$ cat config.mk
export PLATFORM = sky130hd
export DESIGN_NAME = clk_gate_ctrl
export DESIGN_NICKNAME = d
export VERILOG_FILES = /design/src/rtl/clk_gate_ctrl.sv
export SDC_FILE = /design/constraint.sdc
export NUM_CORES = 1
export LEC_CHECK = 0
export CORE_AREA = 2 2 77 97
export CTS_CLUSTER_DIAMETER = 40
export CTS_CLUSTER_SIZE = 24
export DETAILED_ROUTE_END_ITERATION = 16
export DIE_AREA = 0 0 79 99
export GPL_ROUTABILITY_DRIVEN = 1
export PLACE_DENSITY = 0.65
export SLEW_MARGIN = 20
export SYNTH_ARGS = -nofsm -noshare
export SYNTH_HDL_FRONTEND = slang
export SYNTH_SLANG_ARGS = --single-unit
$ cat constraint.sdc
create_clock -name clk_i -period 1.8 [get_ports clk_i]
set_input_delay 0.27 -clock clk_i [delete_from_list [all_inputs] [get_ports clk_i]]
set_output_delay 0.27 -clock clk_i [all_outputs]
set_load 0.02 [all_outputs]
$ cat src/rtl/clk_gate_ctrl.sv
// Per-domain clock-gate controller: idle timeout gating, round-robin staggered
// wake-up, and a registered enable per domain for an external clk_gate cell.
module clk_gate_ctrl #(
    parameter int unsigned NumDomains = 4,
    parameter int unsigned IdleCycles = 16,
    parameter int unsigned WakeCycles = 2
) (
    input  logic                  clk_i,
    input  logic                  rst_ni,
    input  logic                  force_on_i,
    input  logic [NumDomains-1:0] busy_i,
    input  logic [NumDomains-1:0] wake_req_i,
    output logic [NumDomains-1:0] wake_ack_o,
    output logic [NumDomains-1:0] en_o,
    output logic [NumDomains-1:0] gated_o
);

    localparam int unsigned IdleW = $clog2(IdleCycles + 1);
    localparam int unsigned WakeW = $clog2(WakeCycles + 1);
    localparam int unsigned PtrW  = (NumDomains > 1) ? $clog2(NumDomains) : 1;

    localparam logic [IdleW-1:0] IdleLast = IdleW'(IdleCycles - 1);
    localparam logic [IdleW-1:0] IdleMax  = IdleW'(IdleCycles);
    localparam logic [WakeW-1:0] WakeLast = WakeW'(WakeCycles - 1);
    localparam logic [PtrW-1:0]  PtrInit  = PtrW'(NumDomains - 1);

    typedef enum logic [1:0] {StRun, StGated, StPend, StWake} state_e;

    state_e           state_q [NumDomains];
    state_e           state_d [NumDomains];
    logic [IdleW-1:0] idle_q  [NumDomains];
    logic [IdleW-1:0] idle_d  [NumDomains];
    logic [WakeW-1:0] wake_q  [NumDomains];
    logic [WakeW-1:0] wake_d  [NumDomains];

    logic [NumDomains-1:0] en_q, en_d;
    logic [NumDomains-1:0] quiet, pend, grant;
    logic [PtrW-1:0]       ptr_q, ptr_d;
    logic                  found;

    assign quiet = ~busy_i & ~wake_req_i & {NumDomains{~force_on_i}};
    assign en_o  = en_q;

    // Status decode; ack is masked by reset so it reads 0 while rst_ni is low.
    always_comb begin
        pend       = '0;
        gated_o    = '0;
        wake_ack_o = '0;
        for (int d = 0; d < NumDomains; d++) begin
            pend[d]       = (state_q[d] == StPend);
            gated_o[d]    = (state_q[d] == StGated) || (state_q[d] == StPend);
            wake_ack_o[d] = wake_req_i[d] & (state_q[d] == StRun) & rst_ni;
        end
    end

    // Round-robin grant: first search indices above the pointer, then wrap to 0..ptr.
    always_comb begin
        grant = '0;
        ptr_d = ptr_q;
        found = 1'b0;
        for (int d = 0; d < NumDomains; d++) begin
            if (!found && pend[d] && (PtrW'(d) > ptr_q)) begin
                grant[d] = 1'b1;
                ptr_d    = PtrW'(d);
                found    = 1'b1;
            end
        end
        for (int d = 0; d < NumDomains; d++) begin
            if (!found && pend[d] && (PtrW'(d) <= ptr_q)) begin
                grant[d] = 1'b1;
                ptr_d    = PtrW'(d);
                found    = 1'b1;
            end
        end
    end

    // Per-domain next state, counters and enable (enable derived from next state).
    always_comb begin
        for (int d = 0; d < NumDomains; d++) begin
            state_d[d] = state_q[d];
            idle_d[d]  = idle_q[d];
            wake_d[d]  = wake_q[d];
            case (state_q[d])
                StRun: begin
                    // Activity wins over a terminal count.
                    if (!quiet[d]) begin
                        idle_d[d] = '0;
                    end else if (idle_q[d] == IdleLast) begin
                        state_d[d] = StGated;
                    end else if (idle_q[d] != IdleMax) begin
                        idle_d[d] = idle_q[d] + 1'b1;
                    end
                end
                StGated: begin
                    if (!quiet[d]) state_d[d] = StPend;
                end
                StPend: begin
                    if (grant[d]) begin
                        state_d[d] = StWake;
                        wake_d[d]  = '0;
                    end
                end
                StWake: begin
                    // busy/wake_req are ignored until the wake sequence completes.
                    if (wake_q[d] == WakeLast) begin
                        state_d[d] = StRun;
                        idle_d[d]  = '0;
                    end else begin
                        wake_d[d] = wake_q[d] + 1'b1;
                    end
                end
                default: state_d[d] = StRun;
            endcase
            en_d[d] = (state_d[d] == StRun) || (state_d[d] == StWake);
        end
    end

    // State, counters, pointer and the glitch-free enable flops.
    always_ff @(posedge clk_i or negedge rst_ni) begin
        if (!rst_ni) begin
            for (int d = 0; d < NumDomains; d++) begin
                state_q[d] <= StRun;
                idle_q[d]  <= '0;
                wake_q[d]  <= '0;
            end
            en_q  <= '1;
            ptr_q <= PtrInit;
        end else begin
            for (int d = 0; d < NumDomains; d++) begin
                state_q[d] <= state_d[d];
                idle_q[d]  <= idle_d[d];
                wake_q[d]  <= wake_d[d];
            end
            en_q  <= en_d;
            ptr_q <= ptr_d;
        end
    end

endmodule
# Word-level counts from Yosys, hierarchy flattened
# Cells that the tools add are included.
# Widths: inputs -> output; s select.
# totals
wordCells	224
rom_bits	0
memories	0
ramBits	0
inputBits	11
latchBits	0
register_bits	42
# op_classes
eq_ne	48
mul	0
n_shift	0
mux	78
bitwise	13
n_reduce_logical	55
order_cmp	8
div	0
add_sub_neg	8
# op_table
op	n
$mux 5	16
$mux 2	36
$pmux 5 s2	4
$pmux 2 s4	4
$eq 2x2->1 const B	12
$add 5x1->5 const B	4
$eq 5x4->1 const B	4
$ne 5x5->1 const B	4
$eq 2x1->1 const B	8
$logic_not 2->1	8
$ne 2x2->1 const B	8
$pmux 2 s2	4
$reduce_and 4->1	4
$reduce_bool 2->1	8
$logic_and 1x1->1	15
$mux 1	14
$ne 3x2->1 const B	4
$ne 3x3->1 const B	4
$reduce_and 3->1	4
$add 2x1->2 const B	4
$and 1x1->1	8
$and 4x4->4	2
$logic_or 1x1->1	8
$ne 2x1->1 const B	4
other kinds (8)	19

# Depth between registers and ports, before layout
# Gate-level depths: netlist of run 1.
# depth
ltp_word	35
depth_mapped	8
ltp_nobuf	8

# Least setup slack after synthesis of run 1
# No wires, ideal clock.
# synth_timing
path_type	register to register
from	reg idle_q[15] (netlist bit)
to	reg idle_q[18] (netlist bit)
required_ns	1.713
path_slack_ns	-0.103
synth_period_minus_slack_ns	1.903
arrival_time_ns	1.817
setup_ns	0.087
path_stages_with_launch	8
cell_sequence	dfrtp_1 -> ha_1 -> and3_1 -> ha_1 -> o211ai_2 -> o211ai_4 -> or4_1 -> o211ai_1
# synth_between
elab_chain_cells	5
elab_cells_between_ends	10
cone_classes	1 x add/sub; 4 x eq/ne; 4 x mux; 1 x reduce/logical
# synth_lines
item	line_no	text
start: declaration	31	logic [IdleW-1:0] idle_q [NumDomains];
start signal: indexed assignment	131	idle_q[d] <= idle_d[d];
$add 5x1->5	91	idle_d[d] = idle_q[d] + 1'b1;
$mux 5	90	end else if (idle_q[d] != IdleMax) begin
$mux 5	88	end else if (idle_q[d] == IdleLast) begin
$mux 5	86	if (!quiet[d]) begin
$pmux 5 s2	83	case (state_q[d])
# Several ways; a longest one is shown, not always the timed one. The select of a mux whose other input is x is not followed.
# A chain may end at the register's enable or synchronous reset.

# Worst setup path after layout of run 1
# layout_timing
from	reg idle_q[16] (netlist bit)
to	reg idle_q[18] (netlist bit)
# Same word-level chain as after synthesis.

==> impl_results.md, run 1 <==
* Post-synthesis xor/xnor area fraction at 0
* Dpl hpwl at around 5 mm
* Slew Viols, Final at 0
* Gpl congestion at 0.8231
* Worst hold margin at approximately 20 ps
* Post-route ant nets at 0
* Worst Skew at 7.712 ps
* Synthesized flop and latch total at 42
* H-tree levels at 2
* Largest net degree at the start of global routing at 17
* Buf/Inv on CP at 0
* Synthesized area per cell at around 8.9 µm²
* Crit. End Element: register
* Synth Area in Compound Gates at 0.2364
* Top FF cell, synth: dfrtp_1
* DRT Wirelength at around 7.5 mm
* Fmax achieved at 543.7 MHz
* Via density at about 5.4
* Post-synthesis simple-gate area fraction at 0.2017
* Worst-path maximum fanout at 2
* Ant diodes at 0
* Slowest Stage Delay on Critical Path at 410 ps
* Row count at 34
* Root Driver: clkbuf_8
* Startpoint Class: register
* Fill cell count at 592
* Area growth syn-to-layout at 42.03%
* Async S/R FF share, synth at 1.000
* Full die area at 0.007821 mm²
* CTS buffer count at 5
* Status: finished, violations left
* Top delay family on crit path: simple AND/OR/NAND/NOR gates
* PD cells at 570.0 mW/mm²
* Initial antenna violation count at 0
* Max_cap viols at 0
* Adder-Cell Fraction of Synth Area at 0.1366
* Sequential area share after synthesis at 0.3503
* Syn. warnings at 0
* Hold crit path type: input port to asynchronous set/reset pin
* Failing checks: setup timing
* Via count of the routed design at 2,790
* Global route overflow at 0
* Clock buffer depth at 2
* First drt pass iteration count at 4
* Clock sinks at 42
* Register area at 0.001060 mm²
* Post-synthesis instance total at 338
* Largest family of logic cells by synthesized area: compound AO/OA/AOI/OAI gates
* GRT Resource Usage Total at 0.1907
* Final Cycle Share at 1.022
* Skew-Pair Late Insertion Delay at roughly 300 ps
* CTS tree: done
* Dpl cell area at 0.003760 mm²
* WL/cell at approximately 14 µm
* Post-route setup slack at -39.33 ps
* CP most frequent cell: o211ai_4
* Slew Limit Headroom at 0.7370
* R2r setup slk at -40 ps
* Core outline area at just under 0.007 mm²
* Clock-pin transition on the worst setup and hold timing paths at 90 ps
* Top cell type's share of synthesized area at 0.2981
* Mapped cell area at about 0.0030 mm²
* Final Hold Fails at 0
* First-pass GRT wire length at 12.21 mm
* Drc violations at 0
* Crit path DAT at just over 2000 ps
* Fin nets at about 470
* Critical path class: register to register
* Proportion of layout cells with a drive suffix above 1 at 0.3592
* I/O pin total at 23
* Area contributors post-synth: dfrtp_1, ha_1, dfstp_2
* Post-synthesis mux area share at 0.01366
* Design area at 0.004292 mm²
* # setup viols final at 1
* Die width at roughly 79 µm
* RSZ-0062 raised after global routing: yes
* Buffers on Ports at 22
* Area of the multi-input gates at between 0.002 and 0.0025 mm²
* Yosys top cell by area: dfrtp_1
* Net Count, Synth at 382
* Initial core utilization at 0.4385
* Worst EP required at 2020 ps
* Peak supply drop at 0.3880 mV
* Vias in the first global route at 2,715
* Worst path slowest cell: dfrtp_1
* Die Span Y at 99 µm
* Tmin final at 1839 ps
* Pleak at 0.001797 µW
* Initial drt markers at 88
* Count of cell types in the netlist at between 50 and 60
* Crit path cell chain: ha_2 -> and3_4 -> ha_4 -> o211ai_4 -> o211ai_4 -> or4_1 -> o211ai_1
* Post-synth EDFFs at 0
* Worst-margin pin slew at 390.9 ps
[metal layers]
layer  GRT usage  wire [µm]  vias up  part of all wire
li1            -          -     1395                 -
met4     0.05040         68        0            0.0091
met2      0.3344       3987       30              0.53
met5           0          0        -                 0
met1      0.2437       3269     1360              0.44
met3     0.02747        140        5             0.019
[Yosys cell counts (3+ instances only)]
cell type  instances
o221ai_1           5
a21oi_1           14
mux2i_1            3
a221o_1            3
nor2_1            16
dfrtp_1           36
or2_1              3
a22oi_1            4
nor3_1             6
nor2b_1            4
nand4_1            3
o31ai_1           13
o21ai_1           19
and3_1            10
nor3_2             3
nand3_1           17
a31oi_1            4
nor4_1             4
dfstp_2            6
nand2_1           28
inv_1             36
a211oi_1           3
clkbuf_1           6
ha_1              33
or3_1              3
o21ai_0            7
nand2b_1          11
o221ai_2           3
buf_2              4
[final timing paths]
path | from | end | depth (start not counted)
max in group asynchronous | rst_ni | idle_q[7]$_DFFE_PN0P_ | 2
worst max register to register | idle_q[16]$_DFFE_PN0P_ | idle_q[18]$_DFFE_PN0P_ | 7
worst min-delay path | rst_ni | wake_q[2]$_DFFE_PN0P_ | 2
min in group clk_i | idle_q[13]$_DFFE_PN0P_ | idle_q[13]$_DFFE_PN0P_ | 1
worst min register to register | idle_q[13]$_DFFE_PN0P_ | idle_q[13]$_DFFE_PN0P_ | 1
worst max-delay path | idle_q[16]$_DFFE_PN0P_ | idle_q[18]$_DFFE_PN0P_ | 7
[flip-flops by register name, indices dropped and copies added, names as in the netlist]
register	cells
en_o	4
idle_q	20
ptr_q	2
state_q	8
wake_q	8
[cells by family after synthesis]
group | count (synthesis)
and+or+nand+nor | 115
AOI/OAI and AO/OA | 96
buffers and inverters | 48
DFF | 42
adders and majority gates | 33
muxes | 4
[stage by stage]
| stage | cells | worst slack (ps) | util | setup TNS [ps] | total power [µW] |
|---|---|---|---|---|---|
| final | 516 | -39.33 | 0.6227 | -39.33 | 2446 |
| after global routing | 516 | -105.3 | 0.6227 | -258.4 | 2583 |
| after CTS | 509 | -23.94 | 0.5826 | -29.41 | 2437 |
| after detailed placement | 499 | -178.0 | 0.5456 | -1262 | 1476 |
| after global placement | 499 | -80.19 | 0.5456 | -592.6 | 1468 |
| after floorplan | 338 | -24.43 | - | -24.43 | 1293 |
[placed cells by master, fill, tap and decap left out, drive strengths merged, types with 4 or more instances in the layout]
cell type / netlist / routed
and3: 10 / 10
a31oi: 4 / 4
dfstp: 6 / 6
nor4: 4 / 4
or2: 4 / 4
clkdlybuf4s50: 0 / 13
nand3: 17 / 17
nor2: 16 / 16
o21ai: 26 / 26
inv: 38 / 38
buf: 4 / 68
o221ai: 8 / 8
nor2b: 4 / 4
nand2b: 11 / 11
ha: 33 / 33
clkbuf: 6 / 9
dlygate4sd2: 0 / 5
a21oi: 14 / 14
nor3: 10 / 10
o31ai: 14 / 14
a22oi: 4 / 4
nand2: 29 / 29
dfrtp: 36 / 36
[where the power goes]
group / total [µW] / internal, µW / switching [µW]
sequential: 1040 / 994 / 46.5
combinational: 463 / 209 / 254
clock: 943 / 592 / 350
total: 2450 / 1800 / 651
[cell type report]
type | instances | share of cell area
inverters | 38 | 0.03324
repair buffers | 90 | 0.1656
flip-flops and latches | 42 | 0.2469
clock inverters | 2 | 0.01399
clock buffers | 6 | 0.01924
well taps | 90 | 0.02624
multi-input cells | 248 | 0.4948
[worst register-to-register path, cell delays in order (launching register included)]
cell      delay (ps)
dfrtp_1          410
ha_2             200
and3_4           190
ha_4             170
o211ai_4         200
o211ai_4         100
or4_1            410
o211ai_1          90
[repair_timing]
action                                  4_1_cts  5_1_grt
hold buffers                                  1        0
endpoints found under the setup margin       15       34
endpoints found under the hold margin         1        0
setup buffers                                 1        7
resized for setup                            25       54
pin swaps                                     8       19
Note: power is estimated with default switching activity, not from simulation.
==> run 2: changes to the inputs <==
--- a/config.mk
+++ b/config.mk
@@ -5,9 +5,9 @@
 export SDC_FILE = /design/constraint.sdc
 export NUM_CORES = 1
 export LEC_CHECK = 0
+export ABC_AREA = 0
 export CORE_AREA = 2 2 77 97
 export CTS_CLUSTER_DIAMETER = 40
-export CTS_CLUSTER_SIZE = 24
 export DETAILED_ROUTE_END_ITERATION = 16
 export DIE_AREA = 0 0 79 99
 export GPL_ROUTABILITY_DRIVEN = 1
==> results of run 2 <==
Same layout as run 1: the final DEF is identical, and so are final timing and power.
